$ cat src/rtl/rst_seq_ctrl.sv
// Reset sequencer downstream of the MMCM: waits for a stable lock, releases the
// per-domain active-low resets in a fixed order, and services software resets in RUN.
module rst_seq_ctrl #(
    parameter int LOCK_STABLE_CYC = 64,
    parameter int STAGE_GAP_CYC   = 16,
    parameter int SW_RST_CYC      = 32
) (
    input  logic       sys_clk_i,
    input  logic       sys_rst_i,
    input  logic       locked_i,
    input  logic [4:0] sw_rst_req_i,
    output logic       per_rstn_o,
    output logic       dma_rstn_o,
    output logic       dla_rstn_o,
    output logic       riscv_debug_rstn_o,
    output logic       riscv_core_rstn_o,
    output logic       rst_done_o,
    output logic       lock_lost_o,
    output logic [1:0] state_o
);

    localparam int LW = $clog2(LOCK_STABLE_CYC + 1);
    localparam int GW = $clog2(STAGE_GAP_CYC + 1);
    localparam int SW = $clog2(SW_RST_CYC + 1);

    typedef enum logic [1:0] {
        IDLE    = 2'd0,
        STABLE  = 2'd1,
        RELEASE = 2'd2,
        RUN     = 2'd3
    } state_t;

    state_t         state;
    logic [1:0]     sync;
    logic           lk;
    logic [LW-1:0]  lock_cnt;
    logic [GW-1:0]  gap_cnt;
    logic [2:0]     stage;
    logic [4:0]     rstn;
    logic           rst_done;
    logic           lock_lost;
    logic [SW-1:0]  sw_cnt [5];

    always_ff @(posedge sys_clk_i) begin
        if (sys_rst_i) begin
            sync <= '0;
        end else begin
            sync <= {sync[0], locked_i};
        end
    end

    assign lk = sync[1];

    always_ff @(posedge sys_clk_i) begin
        if (sys_rst_i) begin
            state     <= IDLE;
            lock_cnt  <= '0;
            gap_cnt   <= '0;
            stage     <= '0;
            rstn      <= '0;
            rst_done  <= 1'b0;
            lock_lost <= 1'b0;
            // NOTE: the counter array is cleared element by element; it is a handful of
            // flops, not a RAM, so resetting it costs nothing and keeps RUN entry clean.
            for (int i = 0; i < 5; i++) sw_cnt[i] <= '0;
        end else if (!lk && (state == RELEASE || state == RUN)) begin
            // Lock loss outranks any software request seen in the same cycle.
            state     <= IDLE;
            lock_cnt  <= '0;
            gap_cnt   <= '0;
            stage     <= '0;
            rstn      <= '0;
            rst_done  <= 1'b0;
            lock_lost <= 1'b1;
            for (int i = 0; i < 5; i++) sw_cnt[i] <= '0;
        end else begin
            case (state)
                IDLE: begin
                    rstn <= '0;
                    if (lk) begin
                        state    <= STABLE;
                        lock_cnt <= LW'(1);
                    end
                end
                STABLE: begin
                    if (!lk) begin
                        state    <= IDLE;
                        lock_cnt <= '0;
                    end else if (lock_cnt == LW'(LOCK_STABLE_CYC)) begin
                        state   <= RELEASE;
                        rstn[0] <= 1'b1;
                        gap_cnt <= '0;
                        stage   <= 3'd1;
                    end else begin
                        lock_cnt <= lock_cnt + LW'(1);
                    end
                end
                RELEASE: begin
                    if (stage == 3'd5) begin
                        state    <= RUN;
                        rst_done <= 1'b1;
                    end else if (gap_cnt == GW'(STAGE_GAP_CYC - 1)) begin
                        rstn[stage] <= 1'b1;
                        stage       <= stage + 3'd1;
                        gap_cnt     <= '0;
                    end else begin
                        gap_cnt <= gap_cnt + GW'(1);
                    end
                end
                RUN: begin
                    // A domain comes back high on the edge its counter reaches zero.
                    for (int i = 0; i < 5; i++) begin
                        if (sw_rst_req_i[i]) begin
                            sw_cnt[i] <= SW'(SW_RST_CYC);
                            rstn[i]   <= 1'b0;
                        end else if (sw_cnt[i] != '0) begin
                            sw_cnt[i] <= sw_cnt[i] - SW'(1);
                            if (sw_cnt[i] == SW'(1)) rstn[i] <= 1'b1;
                        end
                    end
                end
                default: state <= IDLE;
            endcase
        end
    end

    assign per_rstn_o         = rstn[0];
    assign dma_rstn_o         = rstn[1];
    assign dla_rstn_o         = rstn[2];
    assign riscv_debug_rstn_o = rstn[3];
    assign riscv_core_rstn_o  = rstn[4];
    assign rst_done_o         = rst_done;
    assign lock_lost_o        = lock_lost;
    assign state_o            = state;

endmodule

$ cat config.mk
export PLATFORM = sky130hd
export DESIGN_NAME = rst_seq_ctrl
export DESIGN_NICKNAME = d
export VERILOG_FILES = /design/src/rtl/rst_seq_ctrl.sv
export SDC_FILE = /design/constraint.sdc
export NUM_CORES = 1
export LEC_CHECK = 0
export ABC_AREA = 1
export BUFFER_PORTS_ARGS = -buffer_cell sky130_fd_sc_hd__buf_4
export CAP_MARGIN = 20
export CELL_PAD_IN_SITES_DETAIL_PLACEMENT = 0
export CELL_PAD_IN_SITES_GLOBAL_PLACEMENT = 2
export CORE_ASPECT_RATIO = 1.25
export CORE_MARGIN = 8
export CORE_UTILIZATION = 41
export CTS_BUF_LIST = sky130_fd_sc_hd__clkbuf_4 sky130_fd_sc_hd__clkbuf_8
export DETAILED_ROUTE_END_ITERATION = 8
export PLACE_DENSITY_LB_ADDON = 0.3
export SLEW_MARGIN = 20
export SYNTH_ARGS = -nofsm -noshare
export SYNTH_HDL_FRONTEND = slang
export SYNTH_SLANG_ARGS = --single-unit
$ cat constraint.sdc
create_clock -name sys_clk_i -period 3.2 [get_ports sys_clk_i]
set_input_delay 0.32 -clock sys_clk_i [delete_from_list [all_inputs] [get_ports sys_clk_i]]
set_output_delay 0.32 -clock sys_clk_i [all_outputs]
set_load 0.05 [all_outputs]
---- After elaboration in Yosys (flattened, before gate mapping) ----
Memory sizes are Yosys's and may differ from the RTL's.
Cells that the tools add are included.
operators by class
  add/subtract/negate cells ............... 8
  reductions and logical operators ........ 25
  multipliers ............................. 0
  order comparisons ....................... 2
  equal/unequal tests ..................... 29
  multiplexer cells ....................... 117
  bitwise logic cells ..................... 16
  div/mod/pow operators ................... 0
  shift-type cells ........................ 0
operators with widths
  kind                                                   number
  two-way mux 6 bit                                      15
  two-way mux 1 bit                                      78
  equality test 6 x 1 -> 1 bit, second input constant    5
  two-way mux 5 bit                                      6
  inequality test 3 x 2 -> 1 bit, second input constant  10
  nonzero test 6 bit                                     5
  subtractor 6 x 1 -> 6 bit, second input constant       5
  AND reduction 5 bit                                    5
  two-way mux 7 bit                                      3
  bitwise OR 1 bit                                       15
  case mux 7 bit (2 select lines)                        1
  two-way mux 3 bit                                      4
  case mux 4 bit (3 select lines)                        1
  case mux 5 bit (2 select lines)                        1
  two-way mux 2 bit                                      4
  inequality test 2 bit, second input constant           4
  AND reduction 4 bit                                    2
  adder 7 x 1 -> 7 bit, second input constant            1
  equality test 7 bit, second input constant             1
  inequality test 3 bit, second input constant           2
  case mux 2 bit (3 select lines)                        1
  case mux 3 bit (2 select lines)                        1
  AND reduction 6 bit                                    1
  nonzero test 3 bit                                     2
  other kinds (20)                                       24
storage, ports and cells
  bits in registers ....................... 26
  input bits .............................. 8
  memory bits (read-only) ................. 0
  memories kept ........................... 1
  memory bits (writable) .................. 30
  latch bits .............................. 0
  output and inout bits ................... 9
memories
  name    words  width  read ports  clocked after Yosys merged registers in  write ports  line  text
  sw_cnt  5      6      5           0                                        5            42    logic [SW-1:0] sw_cnt [5];

---- Longest topological paths before layout ----
Gate-level depths: netlist of run 1.
  depth in word-level cells ............... 9
  depth in mapped cells ................... 12
  mapped depth without buffers ............ 11

---- Worst setup path before layout of run 1 ----
Ideal clock, no wire load.
  kind .................................... register to register
  start point ............................. register state[0] (netlist: state_o[0])
  end point ............................... memory sw_cnt[4][0] (netlist bit), enable pin
  cell stages (with the launch flop) ...... 9
  arrival ................................. 1968 ps
  data required time ...................... 2875 ps
  path slack .............................. 907 ps
  path buffers ............................ 1
  clock period less this slack ............ 2293 ps
  cell sequence ........................... dfxtp_1 > inv_1 > ha_1 > buf_6 > o21bai_4 > nand2_4 > nor3_4 > inv_2 > nand3_1
RTL lines
  what                    line  text
  start, declared         33    state_t state;
  start signal, assigned  56    state <= IDLE;
  start signal, assigned  68    state <= IDLE;
  start signal, assigned  81    state <= STABLE;
  end, declared           42

==> key figures, run 1 <==
Status
  • Outcome: complete, no violations

Timing
  • Max Fclk: 445.9 MHz
  • Final Slew Violations: 0
  • Setup-failing EPs final: 0
  • Setup_tns: 0 ps
  • Slew headroom: 73.81%
  • Fin worst setup slack: 957.5 ps
  • RSZ-0062 raised after global routing: false
  • Tmin final: 2243 ps
  • Slew @ Worst Pin: 392.3 ps
  • Final hold vios: 0
  • Period utilization: 70.08%
  • Skew final: 8.458 ps

Floorplanning
  • Initial Util: 42.15%
  • Full die area: 11690 um2
  • Die Ht: 118.9 um
  • Top Ports: 17
  • Std cell rows: 37
  • Die width: 98.33 um
  • Core Region: 8240 um2

Yosys
  • Post-Syn Nets: 474
  • Warnings, synthesis: 0
  • Mean Syn Cell Area: 7.858 um2
  • Post-Syn Instances: 442
  • Post-Syn Area: 3473 um2
  • FF+latch count, synth: 56
  • Sequential element share of the synthesized area: 40.92%
  • Cell variety after synth: 35

Drt
  • Metal3 WL: 155 um
  • Routed WL per cell: 13.54 um
  • Vias/cell: 5.084
  • Detail Route Antenna Nets: 0
  • Pre-antenna DRT Iters: 4
  • Top Layer Used: met4
  • Residual DRC count: 0
  • Metal2 WL: 3.975 mm
  • Met1 wire length: 3.369 mm
  • Routed via count: 2837
  • WL final: 7.555 mm
  • DR iter-0 viols: 79

Layout
  • Antenna diodes: 0
  • Sequential cell area: 1421 um2
  • Area grow syn2layout: 9.546%
  • Share of cells above drive strength 1: 12.36%
  • Area taken by multi-input logic gates: 1773 um2
  • Fillers: 859
  • Nets: 492
  • Post-route cell area: 3805 um2

Place
  • Final HPWL DP: 5.957 mm
  • RD Place Congestion: 0.7821
  • Area after DPL: 3679 um2
  • Post-place setup slack: 933.2 ps
  • Port bufs: 16

Clock tree
  • Clock Tree Buf Depth: 2
  • Max H-tree Level: 2
  • Post-CTS sizing: 0
  • Total CTS buffers: 5
  • Post-CTS setup buffer count: 0
  • Post-CTS Hold Fix Bufs: 0
  • Clk Latency, worst-skew pair: 310 ps
  • TritonCTS clock tree: built
  • Root buffer cell: clkbuf_8
  • CTS Sinks: 56
  • Clock-pin slew on the worst setup and hold paths: 90 ps

Global route
  • Vias in the first global route: 2826
  • First-pass GRT wire length: 13.25 mm
  • Initial antenna violation count: 0
  • GRT Residual Overflow: 0
  • GRT Total Usage: 13.51%
  • Largest net degree at the start of global routing: 18

Worst setup path
  • Crit path launch type: flop
  • Crit end category: flop
  • CP most frequent cell: nor2_1
  • Slowest-stage cell, CP: dfxtp_1
  • Buffers plus inverters on the worst setup path: 2
  • Largest stage delay, worst path: 460 ps
  • WP data arrival: 2310 ps
  • Crit path max fanout: 17
  • CP Data Required Time: 3270 ps
  • Crit path max-delay family: simple AND/OR/NAND/NOR gates
  • Critical path type: reg2reg
  • CP cell instances: inv_1 > ha_1 > o21bai_4 > nand2_4 > inv_4 > nand3_1 > nor2_1 > nor2_1

Hold path
  • Min-delay worst type: in2reg

Job
  • Max-cap violations: 0

Power and ir drop
  • Cell Pwr Density: 647.7 nW/um2
  • Leakage: 1.647 nW
  • Worst VDD drop: 0.0003031 V
  • Overall power: 2.465 mW
==> synth_stat cells, drive strengths merged <==
master	number	share of area (%)
a21boi	2	0.43
nand4	18	3.2
o211ai	2	0.58
or2	8	1.4
o31ai	3	0.65
nand3b	1	0.22
xor2	5	1.3
o21ai	17	2.4
ha	24	8.6
a21oi	39	5.9
nand2	84	9.5
edfxtp	30	26
nand3	38	6.2
o21bai	1	0.54
inv	64	7.0
buf	5	1.0
nor3	5	1.0
dfxtp	26	15
xnor2	4	1.0
nor2	66	7.9
==> cell usage in the layout (no fill, tap or decap), types with 3 or more instances in the layout <==
cell,netlist,routed
nand2_1,80,80
nor2_1,63,63
inv_1,57,57
a21oi_1,36,36
nand3_1,33,33
edfxtp_1,30,30
dfxtp_1,26,26
ha_1,24,24
nand4_1,18,18
buf_4,2,16
o21ai_0,13,13
or2_2,8,8
clkbuf_8,0,7
inv_2,6,6
nand3_2,5,5
xor2_1,5,5
nor3_1,4,4
xnor2_1,4,4
o21ai_1,4,4
o31ai_1,3,3
a21oi_2,3,3
nand2_2,3,3
==> logic make-up after synthesis <==
family	share of synthesized area [%]
simple gates	29.54
compound gates	10.59
buf+inv	8.033
flops	40.92
fa+ha+maj	8.646
xor+xnor	2.269
==> registers in the layout, indices dropped and copies added, names as in the netlist <==
name / flops
sw_cnt: 30
lock_cnt: 7
gap_cnt: 5
rstn: 5
stage: 3
state_o: 2
sync: 2
lock_lost_o: 1
rst_done_o: 1
==> path summary, 6_finish.rpt <==
check | startpoint | end | slack (ps) | cells after the start
worst max-delay path | state_o[0]$_SDFFE_PP0P_ | sw_cnt[1][5]$_SDFFCE_PN0P_ | 960 | 8
worst min-delay path | sys_rst_i | sync[1]$_SDFF_PP0_ | 190 | 2
worst max register to register | state_o[0]$_SDFFE_PP0P_ | sw_cnt[1][5]$_SDFFCE_PN0P_ | 960 | 8
worst min register to register | sync[0]$_SDFF_PP0_ | sync[1]$_SDFF_PP0_ | 420 | 2
==> power by group <==
part | total, mW | internal, mW | switching [mW]
Combinational | 0.974 | 0.301 | 0.674
Clock | 0.501 | 0.276 | 0.224
Sequential | 0.989 | 0.885 | 0.105
==> metrics by stage <==
stage          hold slack, ps  instances  util (%)
2_1_floorplan           388.3        442         -
3_3_place_gp            395.5        550     44.64
3_5_place_dp            402.4        550     44.64
4_1_cts                 186.5        558     46.17
5_1_grt                 186.2        558     46.17
6_report                191.5        558     46.17
==> per-layer routing <==
layer  GRT usage (%)  up-vias
li1                -     1496
met1           16.01     1310
met2           24.72       27
met3           1.923        4
met4           3.465        0
met5               0        -
==> cell type report <==
| cell class | count | share of cell area (%) |
|---|---|---|
| inverter | 64 | 6.379 |
| clock buffer | 7 | 2.532 |
| timing repair buffer | 16 | 3.157 |
| multi-input combinational | 317 | 46.60 |
| sequential | 56 | 37.36 |
| tap | 97 | 3.190 |
| clock inverter | 1 | 0.7892 |
Note: power is estimated with default switching activity, not from simulation.
==> run 2, diff against run 1 <==
Settings changed: CORE_UTILIZATION 41 to 38.
Clock period 3.2 ns to 2.2 ns, I/O delays scaled along.
==> run 2 against run 1 <==
Critical endpoint is now sw_cnt[4][5]$_DFFE_PP_. Via count is 0.49% higher. Non-clock buffer count is 4 higher. Global-route usage is 0.12 points higher. Clock skew is 1.1 ps higher.
==> key figures, run 2 (same netlist as run 1, synthesis figures left out) <==
Floorplanning
  • Die width: 101.5 um (was 98.33 um)
  • Full die area: 12470 um2 (was 11690 um2)
  • Core Region: 9027 um2 (was 8240 um2)
  • Std cell rows: 39 (was 37)
  • Top Ports: 17 (unchanged)
  • Initial Util: 38.48% (was 42.15%)
  • Die Ht: 122.9 um (was 118.9 um)

Timing
  • Max Fclk: 511.7 MHz (was 445.9 MHz)
  • Slew @ Worst Pin: 341.1 ps (was 392.3 ps)
  • Slew headroom: 77.18% (was 73.81%)
  • Skew final: 9.564 ps (was 8.458 ps)
  • Setup-failing EPs final: 0 (unchanged)
  • RSZ-0062 raised after global routing: false (unchanged)
  • Tmin final: 1954 ps (was 2243 ps)
  • Final hold vios: 0 (unchanged)
  • Setup_tns: 0 ps (unchanged)
  • Fin worst setup slack: 245.6 ps (was 957.5 ps)
  • Period utilization: 88.83% (was 70.08%)
  • Final Slew Violations: 0 (unchanged)

Hold path
  • Min-delay worst type: in2reg (unchanged)
  • Hold Path Sink: sync[1]$_SDFF_PP0_ (unchanged)
  • Depth of the worst hold-timing path: 2 (unchanged)
  • Hold wc startpoint: sys_rst_i (unchanged)

Power and ir drop
  • Sequential group share of total power: 40.1% (about the same)
  • Cell Pwr Density: 932.3 nW/um2 (was 647.7 nW/um2)
  • Overall power: 3.593 mW (was 2.465 mW)
  • P_int: 2.094 mW (was 1.462 mW)
  • Worst VDD drop: 0.0003208 V (was 0.0003031 V)
  • Clock power share: 19.1% (was 20.3%)
  • NetSw: 1.499 mW (was 1.003 mW)
  • Leakage: 1.662 nW (was 1.647 nW)
  • Sw frac: 41.72% (was 40.68%)
  • Logic pwr share: 40.8% (was 39.5%)

Drt
  • Vias/cell: 4.849 (was 5.084)
  • Pre-antenna DRT Iters: 4 (unchanged)
  • Routed WL per cell: 13.69 um (was 13.54 um)
  • Residual DRC count: 0 (unchanged)
  • Detail Route Antenna Nets: 0 (unchanged)
  • Routed via count: 2851 (was 2837)
  • DR iter-0 viols: 177 (was 79)
  • WL final: 8.051 mm (was 7.555 mm)

Layout
  • Most frequent cells in the layout: 80 x nand2_1, 63 x nor2_1, 57 x inv_1 (unchanged)
  • Top reg by flops: sw_cnt (unchanged)
  • Regs by FF count: sw_cnt (30), lock_cnt (7) (unchanged)
  • Area grow syn2layout: 10.95% (was 9.546%)
  • Cell Count, Final, Fillers Out: 588 (was 558)
  • Most common cell after layout, fill and taps aside: nand2_1 (unchanged)
  • Fillers: 915 (was 859)
  • Antenna diodes: 0 (unchanged)
  • Max FFs per register: 30 (unchanged)
  • Share of cells above drive strength 1: 13.33% (was 12.36%)
  • Nets: 496 (was 492)

Worst setup path
  • Critical path type: reg2reg (unchanged)
  • Buffers plus inverters on the worst setup path: 3 (was 2)
  • Reg2reg end: sw_cnt[4][5]$_DFFE_PP_ (was sw_cnt[1][5]$_SDFFCE_PN0P_)
  • Stages on worst setup path: 7 (was 8)
  • Crit end category: flop (unchanged)
  • CP Data Required Time: 2200 ps (was 3270 ps)
  • R2r setup slk: 250 ps (was 960 ps)
  • CP most frequent cell: inv_2 (was nor2_1)
  • Slowest-stage cell, CP: dfxtp_1 (unchanged)
  • Crit path max fanout: 7 (was 17)
  • Crit path launch type: flop (unchanged)
  • Largest stage delay, worst path: 440 ps (was 460 ps)
  • CP cell instances: ha_1 > inv_2 > nor2_4 > inv_2 > nor3_4 > inv_2 > nand3_1 (was inv_1 > ha_1 > o21bai_4 > nand2_4 > inv_4 > nand3_1 > nor2_1 > nor2_1)
  • Depth of the worst register-to-register path: 7 (was 8)
  • Crit path max-delay family: simple AND/OR/NAND/NOR gates (unchanged)
  • WP data arrival: 1960 ps (was 2310 ps)
  • R2R Path Start: state_o[1]$_SDFFE_PP0P_ (was state_o[0]$_SDFFE_PP0P_)

Clock tree
  • Post-CTS setup buffer count: 0 (unchanged)
  • Post-CTS sizing: 0 (unchanged)
  • Clock-pin slew on the worst setup and hold paths: 100 ps (was 90 ps)
  • Clock Tree Buf Depth: 2 (unchanged)
  • CTS Sinks: 56 (unchanged)
  • Max H-tree Level: 2 (unchanged)
  • Post-CTS Hold Fix Bufs: 0 (unchanged)
  • Root buffer cell: clkbuf_8 (unchanged)
  • Total CTS buffers: 5 (unchanged)
  • Clk Latency, worst-skew pair: 320 ps (was 310 ps)
  • TritonCTS clock tree: built (unchanged)

Global route
  • Largest net degree at the start of global routing: 18 (unchanged)
  • GRT Residual Overflow: 0 (unchanged)
  • Vias in the first global route: 2718 (was 2826)
  • First-pass GRT wire length: 13.37 mm (was 13.25 mm)
  • Initial antenna violation count: 0 (unchanged)
  • GRT Total Usage: 13.62% (was 13.51%)

Status
  • Outcome: complete, no violations (unchanged)

Place
  • Final HPWL DP: 6.303 mm (was 5.957 mm)
  • RD Place Congestion: 0.8079 (was 0.7821)
  • Post-Place Cells: 580 (was 550)
  • Post-place setup slack: 248.5 ps (was 933.2 ps)
  • Port bufs: 16 (unchanged)

Job
  • Max-cap violations: 0 (unchanged)
-- run 2: changes by cell type in the layout (fill, tap and decap cells not counted), sizes merged --
cell    delta
clkbuf     -1
buf        +4
clkinv     +1
-- run 2: worst reg2reg max path, stage by stage (launching register included) --
cell and delay, ps:
dfxtp_1 440, ha_1 360, inv_2 150, nor2_4 120, inv_2 60, nor3_4 190, inv_2 100, nand3_1 230
-- run 2: area by class of cell --
cell class | count | area [um2] | area share (%)
clock buffer | 6 | 76.32 | 1.981
clock inverter | 2 | 35.03 | 0.9091
inverter | 64 | 242.7 | 6.299
multi-input combinational | 317 | 1773 | 46.01
sequential | 56 | 1423 | 36.92
tap | 123 | 153.9 | 3.994
timing repair buffer | 20 | 150.1 | 3.896
-- run 2: per-stage QoR --
| step | utilization, % | hold WS (ps) | area, um2 |
|---|---|---|---|
| 2_1_floorplan | - | 289.1 | 3475 |
| 3_3_place_gp | 41.46 | 402.9 | 3742 |
| 3_5_place_dp | 41.46 | 399.9 | 3742 |
| 4_1_cts | 42.69 | 99.97 | 3854 |
| 5_1_grt | 42.69 | 99.72 | 3854 |
| 6_report | 42.69 | 105.7 | 3854 |
-- run 2: how the worst max path moves through the flow --
stage / to / slack, ps / start
after floorplan: sw_cnt[4][0]$_SDFFCE_PN0P_ / 60 / state_o[1]$_SDFFE_PP0P_
after global placement: sw_cnt[4][2]$_SDFFCE_PN0P_ / 330 / state_o[1]$_SDFFE_PP0P_
after detailed placement: sw_cnt[4][4]$_SDFFCE_PN0P_ / 250 / state_o[1]$_SDFFE_PP0P_
after CTS: sw_cnt[4][0]$_SDFFCE_PN0P_ / 220 / state_o[1]$_SDFFE_PP0P_
after global routing: sw_cnt[4][0]$_SDFFCE_PN0P_ / 110 / state_o[1]$_SDFFE_PP0P_
final: sw_cnt[4][5]$_DFFE_PP_ / 250 / state_o[1]$_SDFFE_PP0P_
-- run 2: per-layer routing --
| metal | global-route usage (%) | vias up | part of all wire (%) |
|---|---|---|---|
| met3 | 2.986 | 8 | 3.5 |
| met4 | 4.295 | 0 | 1.2 |
| met5 | 0 | - | 0 |
| met1 | 15.73 | 1311 | 44 |
| li1 | - | 1498 | - |
| met2 | 24.29 | 34 | 51 |
-- run 2: power by group through the flow --
stage,sequential [mW],clock [mW],combinational [mW]
floorplan,1.56,0,0.968
global placement,1.46,0,1.47
detailed placement,1.46,0,1.47
CTS,1.44,0.717,1.48
global route,1.47,0.755,1.64
finish,1.44,0.688,1.47
